File: config.mk
export PLATFORM = sky130hd
export DESIGN_NAME = fetch_queue
export DESIGN_NICKNAME = d
export VERILOG_FILES = /design/src/rtl/fetch_pkg.sv /design/src/rtl/sync_fifo.sv /design/src/rtl/fetch_queue.sv
export SDC_FILE = /design/constraint.sdc
export NUM_CORES = 1
export LEC_CHECK = 0
export ABC_CLOCK_PERIOD_IN_PS = 4400
export BUFFER_PORTS_ARGS = -buffer_cell sky130_fd_sc_hd__buf_4
export CORE_ASPECT_RATIO = 2
export CORE_MARGIN = 10
export CORE_UTILIZATION = 59
export CTS_BUF_LIST = sky130_fd_sc_hd__clkbuf_4 sky130_fd_sc_hd__clkbuf_8
export DETAILED_ROUTE_END_ITERATION = 6
export PLACE_DENSITY = 0.82
export SYNTH_ARGS = -nofsm -noshare
export SYNTH_HDL_FRONTEND = slang
export SYNTH_SLANG_ARGS = --single-unit
File: constraint.sdc
create_clock -name clk -period 4.4 [get_ports clk]
set_input_delay 0.44 -clock clk [delete_from_list [all_inputs] [get_ports clk]]
set_output_delay 0.44 -clock clk [all_outputs]
set_load 0.1 [all_outputs]
File: src/rtl/fetch_pkg.sv
// Shared types and defaults for the instruction fetch path.
package fetch_pkg;

    localparam int unsigned XLEN = 32;
    localparam logic [XLEN-1:0] RESET_PC_DEF = 32'h0;

    // One buffered fetch: the returned instruction word and the PC it came from.
    typedef struct packed {
        logic [XLEN-1:0] instr;
        logic [XLEN-1:0] pc;
    } fetch_entry_t;

endpackage

File: src/rtl/sync_fifo.sv
// Single-clock FIFO with synchronous clear; head data is visible without a pop.
module sync_fifo #(
    parameter int unsigned WIDTH = 64,
    parameter int unsigned DEPTH = 4
) (
    input  logic                     clk,
    input  logic                     rst_n,
    input  logic                     i_clear,
    input  logic                     i_push,
    input  logic                     i_pop,
    input  logic [WIDTH-1:0]         i_wdata,
    output logic [WIDTH-1:0]         o_rdata,
    output logic [$clog2(DEPTH):0]   o_count
);

    localparam int unsigned AW = $clog2(DEPTH);
    localparam int unsigned CW = AW + 1;

    logic [WIDTH-1:0] r_mem [DEPTH];
    logic [AW-1:0]    r_wptr;
    logic [AW-1:0]    r_rptr;
    logic [CW-1:0]    r_count;
    logic             w_do_pop;
    logic             w_do_push;

    // A push into a full FIFO is only taken when the head leaves in the same cycle.
    assign w_do_pop  = i_pop && (r_count != '0);
    assign w_do_push = i_push && ((r_count < CW'(DEPTH)) || w_do_pop);

    // Pointer and occupancy tracking; clear wins over push/pop.
    always_ff @(posedge clk or negedge rst_n) begin
        if (!rst_n) begin
            r_wptr  <= '0;
            r_rptr  <= '0;
            r_count <= '0;
        end else if (i_clear) begin
            r_wptr  <= '0;
            r_rptr  <= '0;
            r_count <= '0;
        end else begin
            if (w_do_push) r_wptr <= r_wptr + AW'(1);
            if (w_do_pop)  r_rptr <= r_rptr + AW'(1);
            if (w_do_push && !w_do_pop)      r_count <= r_count + CW'(1);
            else if (w_do_pop && !w_do_push) r_count <= r_count - CW'(1);
        end
    end

    // Storage array; contents need no reset since occupancy gates visibility.
    always_ff @(posedge clk) begin
        if (!i_clear && w_do_push) r_mem[r_wptr] <= i_wdata;
    end

    assign o_rdata = r_mem[r_rptr];
    assign o_count = r_count;

endmodule

File: src/rtl/fetch_queue.sv
// Instruction prefetch buffer: owns the fetch PC, issues reads to a 1-cycle
// instruction memory and buffers returned words for decode.
module fetch_queue
    import fetch_pkg::*;
#(
    parameter int unsigned      WIDTH    = XLEN,
    parameter int unsigned      DEPTH    = 4,
    parameter logic [WIDTH-1:0] RESET_PC = WIDTH'(RESET_PC_DEF)
) (
    input  logic             clk,
    input  logic             rst,
    input  logic             flush,
    input  logic [WIDTH-1:0] flushPC,
    input  logic             stall,
    output logic             mem_req,
    output logic [WIDTH-1:0] mem_addr,
    input  logic [WIDTH-1:0] mem_rdata,
    output logic             validF,
    output logic [WIDTH-1:0] instrF,
    output logic [WIDTH-1:0] PCF,
    output logic [WIDTH-1:0] PCPlus4F
);

    localparam int unsigned CW = $clog2(DEPTH) + 1;
    localparam int unsigned UW = CW + 1;

    logic [WIDTH-1:0] r_fpc;
    logic [WIDTH-1:0] r_inflight_pc;
    logic             r_inflight;

    logic [CW-1:0]    w_count;
    logic [UW-1:0]    w_used;
    logic             w_req;
    logic             w_valid;
    logic             w_push;
    logic             w_pop;
    fetch_entry_t     w_wr_entry;
    fetch_entry_t     w_head;

    // Credit counts buffered words plus the one in flight; a same-cycle pop is not credited.
    assign w_used  = UW'(w_count) + UW'(r_inflight);
    assign w_req   = !flush && (w_used < UW'(DEPTH));
    assign w_valid = (w_count != '0);
    assign w_push  = r_inflight && !flush;
    assign w_pop   = w_valid && !stall && !flush;

    assign mem_req  = w_req;
    assign mem_addr = r_fpc;

    assign w_wr_entry.instr = XLEN'(mem_rdata);
    assign w_wr_entry.pc    = XLEN'(r_inflight_pc);

    // Fetch PC and in-flight tracking; a redirect drops the outstanding read.
    always_ff @(posedge clk or negedge rst) begin
        if (!rst) begin
            r_fpc         <= RESET_PC;
            r_inflight    <= 1'b0;
            r_inflight_pc <= '0;
        end else if (flush) begin
            r_fpc         <= flushPC;
            r_inflight    <= 1'b0;
        end else if (w_req) begin
            r_fpc         <= r_fpc + WIDTH'(4);
            r_inflight    <= 1'b1;
            r_inflight_pc <= r_fpc;
        end else begin
            r_inflight    <= 1'b0;
        end
    end

    sync_fifo #(
        .WIDTH ($bits(fetch_entry_t)),
        .DEPTH (DEPTH)
    ) u_fifo (
        .clk     (clk),
        .rst_n   (rst),
        .i_clear (flush),
        .i_push  (w_push),
        .i_pop   (w_pop),
        .i_wdata (w_wr_entry),
        .o_rdata (w_head),
        .o_count (w_count)
    );

    // Present the FIFO head to decode, zeroed when nothing is buffered.
    always_comb begin
        validF   = w_valid;
        instrF   = '0;
        PCF      = '0;
        PCPlus4F = '0;
        if (w_valid) begin
            instrF   = WIDTH'(w_head.instr);
            PCF      = WIDTH'(w_head.pc);
            PCPlus4F = WIDTH'(w_head.pc) + WIDTH'(4);
        end
    end

endmodule

Yosys cells after proc, flatten, opt, wreduce, memory -nomap -nowiden

Memory sizes are Yosys's and may differ from the RTL's.
Cells that the tools add are included.
W data, S select, Z words.

Logic and storage cells: 53
Bits of input ports: 68
Output and inout bits: 130
Memories: 1
Bits in registers: 72
RAM bits: 256

Bitwise operators: 1
Magnitude comparators: 2
Reduce and logical (&&, ||, !) cells: 20
Muxes and demuxes: 16
Add/sub/neg operators: 7

Memories:

| memory       | depth | bits a word | rd ports | clocked after Yosys merged registers in | write ports | RTL line        | text |
|---|---|---|---|---|---|---|---|
| u_fifo.r_mem | 4     | 64          | 1        | 0                                       | 1           | sync_fifo.sv:19 | `logic [WIDTH-1:0] r_mem [DEPTH];` |

Operators with widths:

| operator                | count |
|---|---|
| $mux W32                | 5 |
| $add A32 B3 Y32 const B | 2 |
| $logic_and A1 B1 Y1     | 9 |
| $mux W3                 | 3 |
| $mux W2                 | 4 |
| $reduce_bool A2 Y1      | 3 |
| $reduce_bool A3 Y1      | 2 |
| $add A2 B1 Y2 const B   | 2 |
| $add A3 B1 Y4           | 1 |
| $logic_not A1 Y1        | 4 |
| $lt A4 B3 Y1 const B    | 1 |
| $mux W1                 | 4 |
| $add A3 B1 Y3 const B   | 1 |
| $lt A3 B3 Y1 const B    | 1 |
| $sub A3 B1 Y3 const B   | 1 |
| $reduce_and A2 Y1       | 1 |
| $logic_or A1 B1 Y1      | 1 |
| $not A1 Y1              | 1 |

Longest topological paths before layout

Gate-level depths: netlist of the first run.

Depth after elaboration: 11
Depth in mapped cells: 9
Mapped depth without buffers: 7

By module

A second synthesis of the first run with hierarchy kept.

Cells, all modules: 857
Area total of the unflattened synthesis: 13984.7 sq um

Modules (own cells, without submodules):

| module      | sequential area each (sq um) | times used | area each (sq um) | cells an instance |
|---|---|---|---|---|
| sync_fifo   | 7862.5                       | 1          | 9764.4            | 394 |
| fetch_queue | 1626.6                       | 1          | 4220.3            | 463 |

Worst setup path after synthesis of the first run

OpenSTA, ideal clock, no wires.

Kind: reg2out
Start: register u_fifo.r_rptr[0]
End: output PCPlus4F[18]
Path buffers: 3
Required time: 3960 ps
Arrival time: 3578 ps
Stages on the path, launching flop included: 10
Path slack: 382 ps
Cells stage by stage: dfrtp_1 -> buf_6 -> buf_8 -> mux4_2 -> ha_1 -> and2_1 -> nand2_1 -> clkbuf_1 -> or3_2 -> a21oi_1

Word-level cells in the longest chain between the ends: 3

Ends and longest elaborated chain:

| what                   | RTL line          | text |
|---|---|---|
| from (decl)            | sync_fifo.sv:21   | `logic [AW-1:0] r_rptr;` |
| from (signal assigned) | sync_fifo.sv:42   | `if (w_do_pop) r_rptr <= r_rptr + AW'(1);` |
| $mem_v2 Z4 W64         | --                |  |
| $add A32 B3 Y32        | fetch_queue.sv:94 | `PCPlus4F = WIDTH'(w_head.pc) + WIDTH'(4);` |
| $mux W32               | fetch_queue.sv:91 | `if (w_valid) begin` |
| to (decl)              | fetch_queue.sv:21 | `output logic [WIDTH-1:0] PCPlus4F` |

No other way between the ends.

Worst setup path in the final report of the first run

Start: register u_fifo.r_rptr[0]
End: output PCPlus4F[20]

Same word-level chain as after synthesis.

==> flow_summary_export.csv, run 1 <==
group,metric,value,unit
route,wl,32.0,mm
timing,hold_violations,0,
placed_design,placedCellCount,1300,
timing,skew,0.0152,ns
synthesis,synth_top_area_cell,"edfxtp_1",
critical_path,end_kind,"output port",
floorplan,start_util,60.1,%
floorplan,fp-row-count,79,
floorplan,dieArea,30700,um2
clock_tree,clk_latency,0.55,ns
synthesis,syn_inst,862,
critical_path,crit_type,"flop to output port",
timing,slew_viol_final,0,
synthesis,synth_most_common_cell,"edfxtp_1",
timing,period_share,94.9,%
clock_tree,numCtsBuffers,44,
clock_tree,cts.clk_slew.worst_paths,0.07,ns
synthesis,synth_edf_count,256,
critical_path,cpPeakStageDelay,0.62,ns
timing,max_freq,240,MHz
critical_path,crit_buf_inv,1,
synthesis,synth_area_leaders,"edfxtp_1 (55%), dfrtp_1 (13%), mux4_2 (8.7%)",
timing,relSlewSlack,33.1,%
critical_path,setup.worst_path.start,"u_fifo.r_rptr[0]$_DFFE_PN0P_",
floorplan,die-height,238,um
critical_path,reg2reg_from,"r_inflight$_DFF_PN0_",
synthesis,synth.cell_area,14000,um2
route,dr.pass1.iters,5,
clock_tree,clockBufferDepth,3,
route,detail_route.vias_per_cell,6.02,
cells_and_area,nNetsFinal,1139,
synthesis,ys_async_sr_fraction,22.0,%
synthesis,yosys-top-cells-count,"edfxtp_1 (256), dfrtp_1 (72), and2_1 (70)",
status,status,"completed",
cells_and_area,layoutNonFillerInstCount,1377,
critical_path,cp_top_family,"simple AND/OR/NAND/NOR gates",
floorplan,coreArea,23300,um2
timing,fin_tns_setup,0,ns
route,postRouteAntennaNets,0,
route,remaining_drc_errors,0,
critical_path,cp_max_fo,26,
route,avgRoutedWirePerCell,23.2,um
critical_path,cp.arrival,3.73,ns
placed_design,dp_hpwl,21.6,mm
critical_path,r2r_slack,1.66,ns
critical_path,critPathLaunchType,"flop",
cells_and_area,area_delta_synth_final,17.9,%
timing,finalCriticalPeriod,4.17,ns
placed_design,gp_congestion,0.813,
timing,finalSetupViolCount,0,
global_route,grt_overflow,0,
synthesis,ys_warn_count,0,
timing,rsz0062_at_grt,"no",
synthesis,yosys.area.top_type_share,54.8,%
synthesis,yosysSeqAreaShare,67.6,%
global_route,grt_pass1_wl,49.1,mm
clock_tree,cts_sinks,328,
synthesis,synth-main-ff-cell,"edfxtp_1",
timing,tightestPinTransition,1.00,ns
placed_design,io_buffers,197,
clock_tree,cts_tree,"done",
synthesis,ys_types,52,
clock_tree,clockRootBuffer,"clkbuf_8",
synthesis,yosys_register_bits,328,
global_route,grt_max_degree,74,
global_route,grt_pass1_vias,8657,
flow_run,maxCapViolCount,0,
global_route,antenna_found_initial,2,
route,vias,8296,
worst_hold_path,min_path_type,"input pin to asynchronous set/reset pin",
route,drt-initial-drc-count,611,
critical_path,crit_chain,"mux4_1 > and4_1 > nand4_4 > or4_1 > a21oi_1 > buf_4",
synthesis,syn_nets,937,
clock_tree,cts-htree-levels,2,
critical_path,crit_required,3.96,ns
synthesis,avgSynthCellArea,16.3,um2
cells_and_area,layout-drive-gt1-share,34.9,%
floorplan,die_x,129,um
critical_path,cp_slowest_cell,"dfrtp_4",
global_route,gr-usage-all-layers,20.6,%
clock_tree,cts_hold_buf,0,
floorplan,num_io_pins,198,
==> area by class of cell <==
cell class	count	area [um2]
flip-flops and latches	328	9500
fillers	1500	6790
multi-input cells	471	4210
repair buffers	206	1560
clock buffers	57	709
well taps	283	354
clock inverters	18	159
inverters	13	48.8
diodes	1	2.50
==> metal layers <==
layer	share of wire (%)	global-route usage, %	up-vias	routed length (um)
met5	0.081	0	-	26
met3	6.1	4.15	85	1960
met1	36	23.7	4159	11600
li1	-	-	3739	-
met2	53	36.2	311	17100
met4	4.0	9.25	2	1270
==> layout by cell type, fill, tap and decap left out, types with 28 or more instances in the layout <==
master    instances
edfxtp_1        256
buf_4           204
dfrtp_1          70
and2_1           66
mux4_2           54
nand2_1          54
clkbuf_8         45
o21ai_0          36
mux2_2           35
nor2_1           28
==> registers in the layout, summed over array words and instances, names as in the netlist <==
| register | cells |
|---|---|
| mem_addr | 32 |
| u_fifo.r_mem | 256 |
| r_inflight | 1 |
| r_inflight_pc | 32 |
| u_fifo.o_count | 3 |
| u_fifo.r_wptr | 2 |
| u_fifo.r_rptr | 2 |
==> through the flow <==
step	utilization, %	cell area [um2]	worst slack [ns]	hold slack (ns)
CTS	70.8	16500	0.0465	0.0386
global route	70.9	16500	0.108	0.0812
detailed placement	67.1	15600	0.646	0.505
floorplan	-	14000	0.382	0.144
finish	70.9	16500	0.226	0.00740
global placement	67.1	15600	0.649	0.486
==> logic make-up after synthesis <==
group | count (synthesis) | synth area share (%)
flops | 328 | 67.6
simple gates | 247 | 9.98
buf+inv | 63 | 2.54
mux | 101 | 13.5
xor+xnor | 38 | 2.37
compound gates | 78 | 3.30
fa+ha+maj | 7 | 0.678
==> repair_timing <==
action / 4_1_cts / 5_1_grt
resized for setup: 0 / 2
buffers inserted: 0 / 1
setup endpoints to repair: 0 / 2
==> worst paths after layout <==
check | endpoint | depth (start not counted)
max | PCPlus4F[20] | 6
min | mem_addr[26]$_DFFE_PN0N_ | 1
min reg2reg | u_fifo.r_mem[0][14]$_DFFE_PP_ | 0
max in group asynchronous | u_fifo.r_rptr[1]$_DFFE_PN0P_ | 1
max reg2reg | u_fifo.r_mem[0][51]$_DFFE_PP_ | 3
min in group clk | u_fifo.r_mem[1][47]$_DFFE_PP_ | 1
==> worst register-to-register path: cells and delay by family, from the launching register on <==
family / cells / cell delay [ns]
flops: 1 / 0.44
compound gates: 1 / 0.79
simple gates: 1 / 0.94
buf+inv: 1 / 0.15
Power of run 1 is not shown: default switching activity piles up to over one toggle a cycle in this logic, so the estimate is an artifact.
==> run 2: changes to the inputs <==
--- a/config.mk
+++ b/config.mk
@@ -12,7 +12,7 @@
 export CORE_UTILIZATION = 59
 export CTS_BUF_LIST = sky130_fd_sc_hd__clkbuf_4 sky130_fd_sc_hd__clkbuf_8
 export DETAILED_ROUTE_END_ITERATION = 6
-export PLACE_DENSITY = 0.82
+export PLACE_DENSITY = 0.79
 export SYNTH_ARGS = -nofsm -noshare
 export SYNTH_HDL_FRONTEND = slang
 export SYNTH_SLANG_ARGS = --single-unit
==> run 2 against run 1 <==
Effect of this change:
- utilization fell by 0.16 points
- sequential cell count did not move
- final cell count fell by 0.15%
- critical path type unchanged
==> flow_summary_export.csv, run 2 (same netlist as run 1, synthesis figures left out) <==
group,metric,value,unit
status,status,"completed",
cells_and_area,top_register,"u_fifo.r_mem",
placed_design,io_buffers,197,
route,detail_route.vias_per_cell,6.05,
placed_design,post_dp_cell_area,15600,um2
clock_tree,cts.repair.resized,0,
clock_tree,clk_latency,0.55,ns
clock_tree,cts-htree-levels,2,
route,wl,31.9,mm
placed_design,gp_congestion,0.859,
clock_tree,cts_sinks,328,
cells_and_area,layout_commonest_cell,"edfxtp_1",
clock_tree,cts.clk_slew.worst_paths,0.07,ns
critical_path,reg2reg_from,"r_inflight$_DFF_PN0_",
cells_and_area,fin_area,16500,um2
floorplan,die-height,238,um
timing,max_freq,239,MHz
route,vias,8313,
cells_and_area,layout-drive-gt1-share,34.9,%
floorplan,fp-row-count,79,
critical_path,endpoint,"PCPlus4F[21]",
cells_and_area,fin_util,70.7,%
timing,tightestPinTransition,1.12,ns
route,dr.pass1.iters,7,
critical_path,cp.arrival,3.74,ns
floorplan,coreArea,23300,um2
critical_path,r2r-end,"u_fifo.r_mem[3][15]$_DFFE_PP_",
timing,relSlewSlack,25.3,%
global_route,antenna_found_initial,0,
timing,hold_violations,0,
timing,skew,0.0274,ns
clock_tree,numCtsBuffers,43,
floorplan,num_io_pins,198,
critical_path,cp_max_fo,26,
flow_run,maxCapViolCount,0,
critical_path,end_kind,"output port",
clock_tree,cts_tree,"done",
critical_path,r2r_slack,1.72,ns
global_route,grt_pass1_wl,48.8,mm
route,drt-initial-drc-count,556,
route,remaining_drc_errors,0,
critical_path,setup.worst_path.start,"u_fifo.r_rptr[0]$_DFFE_PN0P_",
clock_tree,clockBufferDepth,3,
global_route,grt_pass1_vias,8640,
route,avgRoutedWirePerCell,23.2,um
timing,slew_viol_final,0,
cells_and_area,nNetsFinal,1136,
floorplan,start_util,60.1,%
timing,rsz0062_at_grt,"no",
global_route,grt_overflow,0,
placed_design,placedCellCount,1299,
cells_and_area,layoutNonFillerInstCount,1375,
critical_path,crit_type,"flop to output port",
timing,fin_tns_setup,0,ns
global_route,gr-usage-all-layers,20.6,%
floorplan,die_x,129,um
timing,finalSetupViolCount,0,
critical_path,reg2reg_depth,3,
floorplan,dieArea,30700,um2
cells_and_area,fillCellCount,1552,
cells_and_area,seq_area,9490,um2
cells_and_area,multiInputGateArea,4210,um2
global_route,grt_max_degree,74,
worst_hold_path,min_path_type,"input pin to asynchronous set/reset pin",
route,postRouteAntennaNets,0,
clock_tree,cts_hold_buf,0,
timing,period_share,95.0,%
timing,finalCriticalPeriod,4.18,ns
cells_and_area,area_delta_synth_final,17.6,%
cells_and_area,insertedDiodeCount,0,
critical_path,critPathLaunchType,"flop",
cells_and_area,final_cell_mix,"edfxtp_1 (256), buf_4 (203), dfrtp_1 (70)",
clock_tree,postCtsSetupBuffers,0,
placed_design,dp_hpwl,21.6,mm
clock_tree,clockRootBuffer,"clkbuf_8",
cells_and_area,largest_reg_flops,256,
critical_path,crit_required,3.96,ns
[run 2: cell type report]
class / instances / share of cell area, %
Inverter: 13 / 0.296
Tap cell: 283 / 2.15
Clock buffer: 58 / 4.38
Multi-Input combinational cell: 471 / 25.5
Sequential cell: 328 / 57.5
Clock inverter: 18 / 0.796
Timing Repair Buffer: 204 / 9.36
[run 2: critical path: stages (launching register included)]
cell	delay (ns)
dfrtp_4	0.63
mux4_1	0.54
and4_1	0.43
nand4_4	0.35
or4_1	0.59
a21oi_1	0.29
buf_4	0.36
[run 2: metrics by stage]
| step | worst slack (ns) | hold WS, ns |
|---|---|---|
| 2_1_floorplan | 0.382 | 0.144 |
| 3_3_place_gp | 0.863 | 0.483 |
| 3_5_place_dp | 0.806 | 0.501 |
| 4_1_cts | 0.205 | 0.0316 |
| 5_1_grt | 0.0487 | 0.0768 |
| 6_report | 0.220 | 0.0172 |
[run 2: worst min path at each step]
stage                                       start                            end  cells past startpoint
floorplan                                     rst        mem_addr[0]$_DFFE_PN0P_                      0
global placement     r_inflight_pc[4]$_DFFE_PN0P_   u_fifo.r_mem[3][4]$_DFFE_PP_                      0
detailed placement  r_inflight_pc[29]$_DFFE_PN0P_  u_fifo.r_mem[0][29]$_DFFE_PP_                      0
CTS                                           rst        mem_addr[0]$_DFFE_PN0P_                      1
global route                                  rst   r_inflight_pc[0]$_DFFE_PN0P_                      1
finish                                        rst       mem_addr[23]$_DFFE_PN0N_                      1
[run 2: per-layer routing]
layer	GRT usage [%]	vias to the layer above	wire, um
li1	-	3726	-
met1	23.3	4150	11400
met2	36.5	363	17100
met3	4.26	74	2270
met4	8.66	0	1140
met5	0	-	0
Power of run 2 is left out for the same reason.
